===== config.mk =====
export PLATFORM = sky130hd
export DESIGN_NAME = mult8u_product_accumulator
export DESIGN_NICKNAME = d
export VERILOG_FILES = /design/src/rtl/mult8u_product_accumulator.sv
export SDC_FILE = /design/constraint.sdc
export NUM_CORES = 1
export LEC_CHECK = 0
export CAP_MARGIN = 20
export CORE_MARGIN = 3
export CORE_UTILIZATION = 50
export DETAILED_ROUTE_END_ITERATION = 7
export PLACE_DENSITY = 0.74
export SKIP_CTS_REPAIR_TIMING = 1
export SYNTH_ARGS = -nofsm -noshare
export SYNTH_HDL_FRONTEND = slang
export SYNTH_SLANG_ARGS = --single-unit

===== constraint.sdc =====
create_clock -name clk -period 2.1 [get_ports clk]
set_input_delay 0.42 -clock clk [delete_from_list [all_inputs] [get_ports clk]]
set_output_delay 0.42 -clock clk [all_outputs]
set_load 0.02 [all_outputs]

===== src/rtl/mult8u_product_accumulator.sv =====
// Dot-product back end: sums a stream of unsigned products and presents each
// closed sum on a single-entry valid/ready output register.
module mult8u_product_accumulator #(
    parameter int PROD_W = 16,
    parameter int ACC_W  = 24,
    parameter int CNT_W  = 8
) (
    input  logic              clk,
    input  logic              rst_n,
    input  logic              clear,
    input  logic              in_valid,
    output logic              in_ready,
    input  logic [PROD_W-1:0] in_product,
    input  logic              in_last,
    output logic              out_valid,
    input  logic              out_ready,
    output logic [ACC_W-1:0]  out_sum,
    output logic [CNT_W-1:0]  out_count,
    output logic              out_ovf
);

    // Handshake: a transfer happens on a rising edge where valid && ready;
    // valid never depends on ready, and ready depends only on out_ready.
    localparam logic [CNT_W-1:0] CNT_MAX = '1;

    logic [ACC_W-1:0] acc_q, acc_d;
    logic [CNT_W-1:0] cnt_q, cnt_d;
    logic             ovf_q, ovf_d;
    logic             out_valid_q, out_valid_d;
    logic [ACC_W-1:0] out_sum_q, out_sum_d;
    logic [CNT_W-1:0] out_count_q, out_count_d;
    logic             out_ovf_q, out_ovf_d;

    logic [ACC_W-1:0] base_acc;
    logic [CNT_W-1:0] base_cnt;
    logic             base_ovf;
    logic [ACC_W:0]   add_w;
    logic             cnt_sat;
    logic [CNT_W-1:0] cnt_inc;
    logic             term_ovf;
    logic             accept;

    assign in_ready = !out_valid_q || out_ready;
    assign accept   = in_valid && in_ready;

    always_comb begin
        // clear makes a same-cycle beat the first term of a fresh sum
        base_acc = clear ? '0 : acc_q;
        base_cnt = clear ? '0 : cnt_q;
        base_ovf = clear ? 1'b0 : ovf_q;
        add_w    = {1'b0, base_acc} + {{(ACC_W + 1 - PROD_W){1'b0}}, in_product};
        cnt_sat  = (base_cnt == CNT_MAX);
        cnt_inc  = cnt_sat ? CNT_MAX : base_cnt + 1'b1;
        term_ovf = base_ovf | add_w[ACC_W] | cnt_sat;
    end

    always_comb begin
        acc_d       = base_acc;
        cnt_d       = base_cnt;
        ovf_d       = base_ovf;
        out_valid_d = out_valid_q;
        out_sum_d   = out_sum_q;
        out_count_d = out_count_q;
        out_ovf_d   = out_ovf_q;
        if (out_valid_q && out_ready) begin
            out_valid_d = 1'b0;
        end
        if (accept) begin
            if (in_last) begin
                out_valid_d = 1'b1;
                out_sum_d   = add_w[ACC_W-1:0];
                out_count_d = cnt_inc;
                out_ovf_d   = term_ovf;
                acc_d       = '0;
                cnt_d       = '0;
                ovf_d       = 1'b0;
            end else begin
                acc_d = add_w[ACC_W-1:0];
                cnt_d = cnt_inc;
                ovf_d = term_ovf;
            end
        end
    end

    always_ff @(posedge clk or negedge rst_n) begin
        if (!rst_n) begin
            acc_q       <= '0;
            cnt_q       <= '0;
            ovf_q       <= 1'b0;
            out_valid_q <= 1'b0;
            out_sum_q   <= '0;
            out_count_q <= '0;
            out_ovf_q   <= 1'b0;
        end else begin
            acc_q       <= acc_d;
            cnt_q       <= cnt_d;
            ovf_q       <= ovf_d;
            out_valid_q <= out_valid_d;
            out_sum_q   <= out_sum_d;
            out_count_q <= out_count_d;
            out_ovf_q   <= out_ovf_d;
        end
    end

    assign out_valid = out_valid_q;
    assign out_sum   = out_sum_q;
    assign out_count = out_count_q;
    assign out_ovf   = out_ovf_q;

endmodule

==> impl_summary.log, run 1 <==
INFO  metric syn_area = around 4000 um2
INFO  metric portbufs = 56
INFO  metric layout.filler_cells = 461
INFO  metric violations = setup timing
INFO  metric grt_max_degree = 68
INFO  metric core = between 7000 and 8000 um2
INFO  metric setup.worst_path.end_class = register
INFO  metric cts_tree = built
INFO  metric final_max_slew_viol_count = 0
INFO  metric insertion_delay_to_the_later_sink_of_the_worst_skew_pair = about 360 ps
INFO  metric most_frequent_cells_in_the_layout = buf_4 (78), dfrtp_1 (67), nand2_1 (55)
INFO  metric nature_of_the_critical_path_startpoint = input pin
INFO  metric cell_row_count = 31
INFO  metric ioPinCount = 57
INFO  metric number_of_warning_messages_in_the_yosys_log = 0
INFO  metric final_area = about 5900 um2
INFO  metric crit_chain = buf_4 > clkbuf_16 > nor2b_4 > ha_4 > inv_2 > fa_2 > nor2b_4 > o2111ai_4 > a21oi_4 > nor3_4 > nor3_4 > xor2_1 > o21ai_1
INFO  metric worst_pin_slew = between 300 and 400 ps
INFO  metric synthMuxAreaShare = under 10%
INFO  metric drcViolationCount = 0
INFO  metric yosys.area_share.xor_xnor = under 10%
INFO  metric grt_pass1_vias = 3586
INFO  metric timing.clock.skew = about 15 ps
INFO  metric diodes = 0
INFO  metric synth-async-reset-ratio = between 90% and 100%
INFO  metric largest_family_of_logic_cells_by_synthesized_area = compound AO/OA/AOI/OAI gates
INFO  metric synth-simple-area-share = between 20% and 30%
INFO  metric part_of_the_cycle_the_worst_path_needs = 114%
INFO  metric numClockSinks = between 60 and 70
INFO  metric critical_path.slowest_cell = fa_2
INFO  metric grt_setup_unrepaired = true
INFO  metric ys_seq_elements = 67
INFO  metric synth_cell_types = between 50 and 60
INFO  metric synth-seq-area-share = a little over two fifths
INFO  metric via_count = between 3k and 4k
INFO  metric drive_above_1_share = 32.5%
INFO  metric cp_max_fanout = 5
INFO  metric clock_tree.root_cell = clkbuf_8
INFO  metric detail_route.iter0.violations = 205
INFO  metric dp_hpwl = about 7.7 mm
INFO  metric placement.cell_area = between 5000 and 6000 um2
INFO  metric yosys_most_used_dff = dfrtp_1
INFO  metric yosys.area.top_type = dfrtp_1
INFO  metric route.antenna.remaining_nets = 0
INFO  metric synthDominantCellAreaShare = 42.1%
INFO  metric timing.max_cap.violations = 0
INFO  metric critical-path-max-stage-delay = slightly above 400 ps
INFO  metric drt-vias-per-instance = roughly 5.7
INFO  metric worst-endpoint-required = roughly 2300 ps
INFO  metric most_frequent_standard_cell_in_the_layout_excluding_fill_and_tap_cells = buf_4
INFO  metric cts.clk_slew.worst_paths = 70 ps
INFO  metric hp-class = in2async
INFO  metric synth_fa_ha_area_share = under 10%
INFO  metric postSynthNetCount = 470
INFO  metric dominant_delay_contributor_by_cell_family_on_the_critical_path = simple AND/OR/NAND/NOR gates
INFO  metric finalSetupViolCount = 30
INFO  metric timing.final.ws_setup = -292 ps
INFO  metric nets = ~600
INFO  metric cts_max_level = 3
INFO  metric critical_path_arrival = around 2600 ps
INFO  metric totalPowerFinal = ~3600 uW
INFO  metric finalWeightedCongestion = between 0.8 and 0.9
INFO  metric worst-setup-path-type = in2reg
INFO  metric synth-edff-count = 0
INFO  metric final_hold_viol_count = 0
INFO  metric grt_overflow = 0
INFO  metric largest_voltage_drop_on_the_vdd_net = around 440 uV
INFO  metric finish.utilization = roughly four fifths
INFO  metric die_height = roughly 95 um
INFO  metric layout-area-overhead-vs-synth = 49.2%
INFO  metric total_leakage_power = approximately 0.0026 uW
INFO  metric floorplan.initialDensity = 53.2%
INFO  metric synth.avg_cell_area = approximately 9 um2
INFO  metric max_clock_freq = 418 MHz
INFO  metric track_usage = 24.7%
INFO  metric antenna_found_initial = 0
INFO  metric worst_path_buffer_plus_inverter_count = 3
INFO  metric period_minus_slack = 2390 ps
INFO  metric synthesis.instances = 430
INFO  metric die_x = approximately 95 um
INFO  metric dr_pass1_iterations = 5
INFO  metric compound_gate_portion_of_the_synthesized_area = between 20% and 30%
INFO  metric cts_buffer_count = 9
INFO  metric status = complete, but fails checks
INFO  metric first_pass_grt_wire_length = ~17 mm
INFO  metric clockBufferDepth = 2
INFO  metric post_synth_main_area_contributors = dfrtp_1 (42%), nand2_1 (5.6%), ha_1 (5.3%)
INFO  metric drt_wl_total = 11.7 mm
INFO  metric max_slew_margin = about three quarters
INFO  metric route.detailed.wl_per_inst = 17.6 um
INFO  metric die_area = around 9000 um2
INFO  metric power.density = 605 nW/um2
INFO  metric reg2reg_setup_slack = -290 ps
[cell usage after synthesis, drive strengths merged (5+ instances only)]
cell type  instances
ha                17
nand2             61
inv                7
nor2              24
clkbuf            14
nor2b             29
o2bb2ai           13
nand3             13
xnor2             13
nand4              6
a21o              11
dfrtp             67
a21oi             25
buf                6
nor3              11
xor2              11
o21ai             52
a31oi              5
[kinds of logic after synthesis]
family                     Yosys count
buffers and inverters               27
DFF                                 67
and+or+nand+nor                    159
AOI/OAI and AO/OA                  130
muxes                                5
adders and majority gates           18
xor gates and xnor gates            24
[metal layers]
| metal | part of all wire (%) | vias up | global-route usage [%] |
|---|---|---|---|
| li1 | - | 1796 | - |
| met1 | 42 | 1869 | 33.6 |
| met5 | 0 | - | 0 |
| met4 | 1.7 | 0 | 7.69 |
| met3 | 5.3 | 19 | 4.89 |
| met2 | 51 | 126 | 39.9 |
[final cells by class]
type                            instances  area (um2)  area share (%)
Multi-Input combinational cell        336        2630            44.3
Sequential cell                        67        1680            28.2
Timing Repair Buffer                  141        1300            21.8
Clock buffer                           11         131            2.21
Tap cell                               99         124            2.09
Clock inverter                          4        52.6           0.885
Inverter                                7        26.3           0.443
[worst reg2reg max path: stages (launching register included)]
cell and delay (ps):
dfrtp_1 330, nor2b_4 160, ha_4 150, inv_2 40, fa_2 410, nor2b_4 170, o2111ai_4 150, a21oi_4 250
nor3_4 70, nor3_4 280, xor2_1 190, o21ai_1 80
[flip-flops by register name, indices dropped and copies added, names as in the netlist]
name	count
out_sum	24
out_valid	1
out_count	8
out_ovf	1
ovf_q	1
acc_q	24
cnt_q	8
[path summary, 6_finish.rpt]
kind | startpoint | end | cells after the start
hold / removal | rst_n | acc_q[4]$_DFF_PN0_ | 2
min in group clk | out_sum[4]$_DFFE_PN0P_ | out_sum[4]$_DFFE_PN0P_ | 2
max in group asynchronous | rst_n | out_valid$_DFF_PN0_ | 2
setup reg to reg | acc_q[0]$_DFF_PN0_ | out_sum[20]$_DFFE_PN0P_ | 11
setup / recovery | clear | out_sum[20]$_DFFE_PN0P_ | 13
hold reg to reg | out_sum[4]$_DFFE_PN0P_ | out_sum[4]$_DFFE_PN0P_ | 2
[per-stage QoR]
| step | setup TNS, ps | std cells | setup slack (ps) | hold slack [ps] |
|---|---|---|---|---|
| finish | -4520 | 665 | -292 | 86.6 |
| global route | -7510 | 665 | -390 | 104 |
| CTS | -18460 | 652 | -576 | 96.8 |
| detailed placement | -40620 | 637 | -929 | 469 |
| global placement | -37070 | 637 | -856 | 461 |
| floorplan | -10180 | 430 | -387 | 124 |
[report_power, final]
group	leakage [uW]	switching, uW	internal (uW)
clock network	0.0000934	516	545
registers	0.000895	49.3	1400
logic	0.00164	561	522
total	0.00262	1130	2460
Note: power is estimated with default switching activity, not from simulation.
==> run 2: changes to the inputs <==
--- a/config.mk
+++ b/config.mk
@@ -14,3 +14,4 @@
 export SYNTH_ARGS = -nofsm -noshare
 export SYNTH_HDL_FRONTEND = slang
 export SYNTH_SLANG_ARGS = --single-unit
+export TNS_END_PERCENT = 10
==> impl_summary.log, run 2 (synthesis results as in run 1) <==
INFO  metric power.density = 626 nW/um2
INFO  metric dp_hpwl = 7.49 mm
INFO  metric crit_chain = clkdlybuf4s50_1 > inv_1 > fa_2 > nor2b_4 > o2111ai_4 > a21oi_4 > nor3_4 > nor3_4 > xor2_1 > o21ai_1
INFO  metric violations = setup timing
INFO  metric placement.cell_area = ~5200 um2
INFO  metric dominant_delay_contributor_by_cell_family_on_the_critical_path = buffers and inverters
INFO  metric cts.clk_slew.worst_paths = about 80 ps
INFO  metric final_max_slew_viol_count = 0
INFO  metric critical-path-top-cell-by-count = nor3_4
INFO  metric critical-path-max-stage-delay = 510 ps
INFO  metric worst_pin_slew = ~440 ps
INFO  metric multiInputGateArea = 2520 um2
INFO  metric max_clock_freq = 419 MHz
INFO  metric worst_path_buffer_plus_inverter_count = 2
INFO  metric part_of_the_cycle_the_worst_path_needs = 114%
INFO  metric hp-class = in2async
INFO  metric cts_buffer_count = 9
INFO  metric reg2reg_setup_slack = -290 ps
INFO  metric layout.filler_cells = 465
INFO  metric timing.rr.end = out_sum[20]$_DFFE_PN0P_
INFO  metric rr_worst_depth = 11
INFO  metric dr_pass1_iterations = 6
INFO  metric final_area = roughly 5900 um2
INFO  metric finalSetupViolCount = 28
INFO  metric critical_path_arrival = 2620 ps
INFO  metric drt_wl_total = ~12 mm
INFO  metric timing.clock.skew = 13.3 ps
INFO  metric timing.final.ws_setup = -288 ps
INFO  metric drcViolationCount = 0
INFO  metric first_pass_grt_wire_length = about 17 mm
INFO  metric worst-setup-path-type = in2reg
INFO  metric total_leakage_power = between 0.002 and 0.003 uW
INFO  metric drive_above_1_share = between 30% and 40%
INFO  metric critical_path.slowest_cell = clkdlybuf4s50_1
INFO  metric status = complete, but fails checks
INFO  metric via_count = 3884
INFO  metric most_frequent_standard_cell_in_the_layout_excluding_fill_and_tap_cells = buf_4
INFO  metric finalWeightedCongestion = approximately 0.87
INFO  metric route.detailed.wl_per_inst = about 19 um
INFO  metric cts_max_level = 3
INFO  metric insertion_delay_to_the_later_sink_of_the_worst_skew_pair = about 360 ps
INFO  metric antenna_found_initial = 0
INFO  metric layout-area-overhead-vs-synth = 47.4%
INFO  metric nature_of_the_critical_path_startpoint = input pin
INFO  metric die_x = approximately 95 um
INFO  metric grt_setup_unrepaired = true
INFO  metric timing.rr.start = acc_q[0]$_DFF_PN0_
INFO  metric totalPowerFinal = ~3700 uW
INFO  metric final-seq-area = 1680 um2
INFO  metric clockBufferDepth = 2
INFO  metric setup_tns = -3810 ps
INFO  metric ioPinCount = between 50 and 60
INFO  metric grt_overflow = 0
INFO  metric detail_route.iter0.violations = approximately 250
INFO  metric diodes = 0
INFO  metric final_hold_viol_count = 0
INFO  metric largest_voltage_drop_on_the_vdd_net = 442 uV
INFO  metric worst-endpoint-required = about 2300 ps
INFO  metric grt_pass1_vias = around 3.8k
INFO  metric die_area = between 9000 and 10000 um2
INFO  metric track_usage = 24.7%
INFO  metric route.antenna.remaining_nets = 0
INFO  metric timing.max_cap.violations = 0
INFO  metric clock_tree.root_cell = clkbuf_8
INFO  metric grt_max_degree = a little under 70
INFO  metric most_frequent_cells_in_the_layout = buf_4 (77), dfrtp_1 (67), nand2_1 (56)
INFO  metric core = 7490 um2
INFO  metric portbufs = 56
INFO  metric die_height = ~95 um
INFO  metric cp_max_fanout = 4
INFO  metric max_slew_margin = 70.4%
INFO  metric floorplan.initialDensity = 53.2%
INFO  metric numClockSinks = 67
INFO  metric setup.worst_path.end_class = register
INFO  metric period_minus_slack = ~2400 ps
INFO  metric cell_row_count = 31
INFO  metric cts_tree = built
INFO  metric drt-vias-per-instance = roughly 5.8
INFO  metric nets = around 600
[run 2: cell types whose count changed in the layout (fill, tap and decap cells not counted), moves of 3 or more]
cell / change
xnor2_2: -3
xnor2_1: +3
o21ai_0: +4
nor2b_2: +4
nor2b_4: -3
[run 2: how the worst max path moves through the flow]
stage | start | end | slack, ps | cells past startpoint
global placement | clear | acc_q[18]$_DFF_PN0_ | -820 | 13
floorplan | clear | acc_q[22]$_DFF_PN0_ | -390 | 13
detailed placement | clear | out_sum[20]$_DFFE_PN0P_ | -920 | 13
global route | acc_q[0]$_DFF_PN0_ | out_sum[20]$_DFFE_PN0P_ | -410 | 11
finish | in_product[1] | out_sum[20]$_DFFE_PN0P_ | -290 | 10
CTS | clear | acc_q[19]$_DFF_PN0_ | -570 | 13
[run 2: metal layers]
layer | routed length, um | GRT usage [%] | vias to the layer above
li1 | - | - | 1785
met1 | 5010 | 32.8 | 1891
met2 | 6180 | 39.2 | 178
met3 | 754 | 4.50 | 30
met4 | 375 | 11.1 | 0
met5 | 0 | 0 | -
[run 2: area by class of cell]
type                       count  share of cell area, %
multi-input combinational    336                   43.0
sequential                    67                   28.6
timing repair buffer         140                   22.2
clock buffer                  11                   2.58
tap                           99                   2.11
clock inverter                 5                   1.02
inverter                       7                  0.448
[run 2: power breakdown]
group | internal, uW | switching, uW
combinational | 508 | 555
sequential | 1400 | 48.5
clock | 618 | 547
total | 2520 | 1150
[run 2: through the flow]
stage                     cells  setup WS (ps)  hold slack (ps)  util, %
after floorplan             430           -387              124        -
after global placement      633           -820              463     69.5
after detailed placement    633           -919              469     69.5
after CTS                   649           -568             95.4     72.3
after global routing        665           -413             94.9     78.4
final                       665           -288             59.1     78.4
==> run 3: changes to the inputs <==
--- a/config.mk
+++ b/config.mk
@@ -5,11 +5,11 @@
 export SDC_FILE = /design/constraint.sdc
 export NUM_CORES = 1
 export LEC_CHECK = 0
-export CAP_MARGIN = 20
 export CORE_MARGIN = 3
 export CORE_UTILIZATION = 50
 export DETAILED_ROUTE_END_ITERATION = 7
 export PLACE_DENSITY = 0.74
+export SETUP_SLACK_MARGIN = 0.15
 export SKIP_CTS_REPAIR_TIMING = 1
 export SYNTH_ARGS = -nofsm -noshare
 export SYNTH_HDL_FRONTEND = slang
==> impl_summary.log, run 3 (synthesis results as in run 1) <==
INFO  metric multiInputGateArea = 2540 um2
INFO  metric grt_pass1_vias = ~3.8k
INFO  metric final_hold_viol_count = 0
INFO  metric drive_above_1_share = between 30% and 40%
INFO  metric worst_pin_slew = roughly 430 ps
INFO  metric seq_power_share = 39.2%
INFO  metric floorplan.initialDensity = 53.2%
INFO  metric drt_wl_total = between 10 and 15 mm
INFO  metric crit_chain = nor2b_4 > ha_4 > inv_2 > fa_2 > nor2b_4 > o2111ai_4 > a21oi_4 > nor3_4 > nor3_4 > xor2_1 > o21ai_1
INFO  metric timing.max_cap.violations = 0
INFO  metric use_met2 = 39.2%
INFO  metric most_frequent_standard_cell_in_the_layout_excluding_fill_and_tap_cells = buf_4
INFO  metric clockPowerShare = 31.8%
INFO  metric switching_share = 31.5%
INFO  metric critical_path_arrival = between 2000 and 3000 ps
INFO  metric route.antenna.remaining_nets = 0
INFO  metric largest_voltage_drop_on_the_vdd_net = ~450 uV
INFO  metric part_of_the_cycle_the_worst_path_needs = 114%
INFO  metric power.density = 626 nW/um2
INFO  metric cellInternalPower = about 2500 uW
INFO  metric core = 7490 um2
INFO  metric drt-vias-per-instance = just under 6
INFO  metric critical-path-max-stage-delay = roughly 370 ps
INFO  metric max_slew_margin = 71.3%
INFO  metric ioPinCount = 57
INFO  metric cts.clk_slew.worst_paths = roughly 90 ps
INFO  metric nature_of_the_critical_path_startpoint = register
INFO  metric layout.filler_cells = 456
INFO  metric layout-area-overhead-vs-synth = 47.9%
INFO  metric most_frequent_cells_in_the_layout = buf_4 (77), dfrtp_1 (67), nand2_1 (56)
INFO  metric critical_path.slowest_cell = fa_2
INFO  metric dp_hpwl = 7.49 mm
INFO  metric worst-setup-path-type = reg2reg
INFO  metric clock_tree.root_cell = clkbuf_8
INFO  metric portbufs = 56
INFO  metric final-seq-area = ~1700 um2
INFO  metric gr-usage-met1 = about a third
INFO  metric timing.clock.skew = ~13 ps
INFO  metric max_clock_freq = between 400 and 500 MHz
INFO  metric final_max_slew_viol_count = 0
INFO  metric clockBufferDepth = 2
INFO  metric nets = 601
INFO  metric track_usage = ~25%
INFO  metric total_leakage_power = ~0.0026 uW
INFO  metric route.detailed.wl_per_inst = around 19 um
INFO  metric cts_tree = built
INFO  metric worst-endpoint-required = ~2300 ps
INFO  metric hp-class = in2async
INFO  metric timing.final.ws_setup = -285 ps
INFO  metric antenna_found_initial = 0
INFO  metric grt_overflow = 0
INFO  metric finalSetupViolCount = 27
INFO  metric finalWeightedCongestion = around 0.87
INFO  metric grt_util_met3 = ~4.5%
INFO  metric setup.worst_path.end_class = register
INFO  metric post-place-ws = -919 ps
INFO  metric drcViolationCount = 0
INFO  metric numClockSinks = 67
INFO  metric die_x = ~95 um
INFO  metric period_minus_slack = 2390 ps
INFO  metric cts_max_level = 3
INFO  metric hold-worst-slack = 63.2 ps
INFO  metric cp_max_fanout = 4
INFO  metric first_pass_grt_wire_length = around 17 mm
INFO  metric dr_pass1_iterations = 5
INFO  metric grt_setup_unrepaired = true
INFO  metric diodes = 0
INFO  metric violations = setup timing
INFO  metric insertion_delay_to_the_later_sink_of_the_worst_skew_pair = ~360 ps
INFO  metric cts_buffer_count = 9
INFO  metric grt_max_degree = just under 70
INFO  metric die_height = ~95 um
INFO  metric global_route.peak_usage_layer = met2
INFO  metric cell_row_count = 31
INFO  metric detail_route.iter0.violations = 296
INFO  metric share_comb_of_total_power = 29.0%
INFO  metric status = complete, but fails checks
INFO  metric power.net_switching = between 1000 and 1500 uW
INFO  metric setup_tns = -3670 ps
INFO  metric die_area = ~9000 um2
INFO  metric via_count = just under 4k
==> run 3: changes by cell type in the layout (fill, tap and decap cells not counted) <==
cell / change
o21ai_0: -2
o21ai_1: +2
a21oi_2: -1
a21oi_4: +1
nand3_1: -1
nand3_2: +1
nor2b_2: -1
nor2b_4: +1
==> run 3: power groups by stage <==
stage,logic [uW],clock network (uW),registers (uW)
floorplan,386,0,1560
global route,1140,1230,1460
global placement,897,0,1460
finish,1070,1170,1440
detailed placement,915,0,1470
CTS,923,1170,1440
==> run 3: path summary, 6_finish.rpt <==
path | startpoint | slack, ps | cells past startpoint | end
worst max-delay path | acc_q[0]$_DFF_PN0_ | -290 | 11 | out_sum[20]$_DFFE_PN0P_
min in group clk | out_count[6]$_DFFE_PN0P_ | 480 | 2 | out_count[6]$_DFFE_PN0P_
worst min register to register | out_count[6]$_DFFE_PN0P_ | 480 | 2 | out_count[6]$_DFFE_PN0P_
worst max register to register | acc_q[0]$_DFF_PN0_ | -290 | 11 | out_sum[20]$_DFFE_PN0P_
worst min-delay path | rst_n | 60 | 2 | acc_q[8]$_DFF_PN0_
max in group asynchronous | rst_n | 1730 | 2 | ovf_q$_DFF_PN0_
==> run 3: layout make-up <==
| class | instances | area share [%] |
|---|---|---|
| clock buffers | 11 | 2.57 |
| clock inverters | 5 | 1.02 |
| inverters | 7 | 0.447 |
| multi-input cells | 336 | 43.2 |
| flip-flops and latches | 67 | 28.5 |
| well taps | 99 | 2.11 |
| repair buffers | 140 | 22.2 |
==> run 3: per-stage QoR <==
| stage | total power, uW | util (%) | instance area, um2 | cells |
|---|---|---|---|---|
| after global routing | 3830 | 78.6 | 5880 | 665 |
| after global placement | 2360 | 69.5 | 5200 | 633 |
| after detailed placement | 2380 | 69.5 | 5200 | 633 |
| final | 3680 | 78.6 | 5880 | 665 |
| after floorplan | 1950 | - | 4100 | 430 |
| after CTS | 3530 | 72.3 | 5420 | 649 |
==> run 3: critical path, delay by kind of cell (launching register included) <==
family / cells / cell delay, ps
AO/OA/AOI/OAI: 3 / 490
XOR/XNOR: 1 / 190
adder cells (fa/ha/maj): 2 / 530
buffers and inverters: 1 / 40
flip-flops: 1 / 330
AND/OR/NAND/NOR: 4 / 670
==> run 3: layer usage <==
metal  up-vias  part of all wire (%)
li1       1787                     -
met1      1890                    41
met2       160                    50
met3        26                   5.9
met4         0                   2.6
met5         -                     0
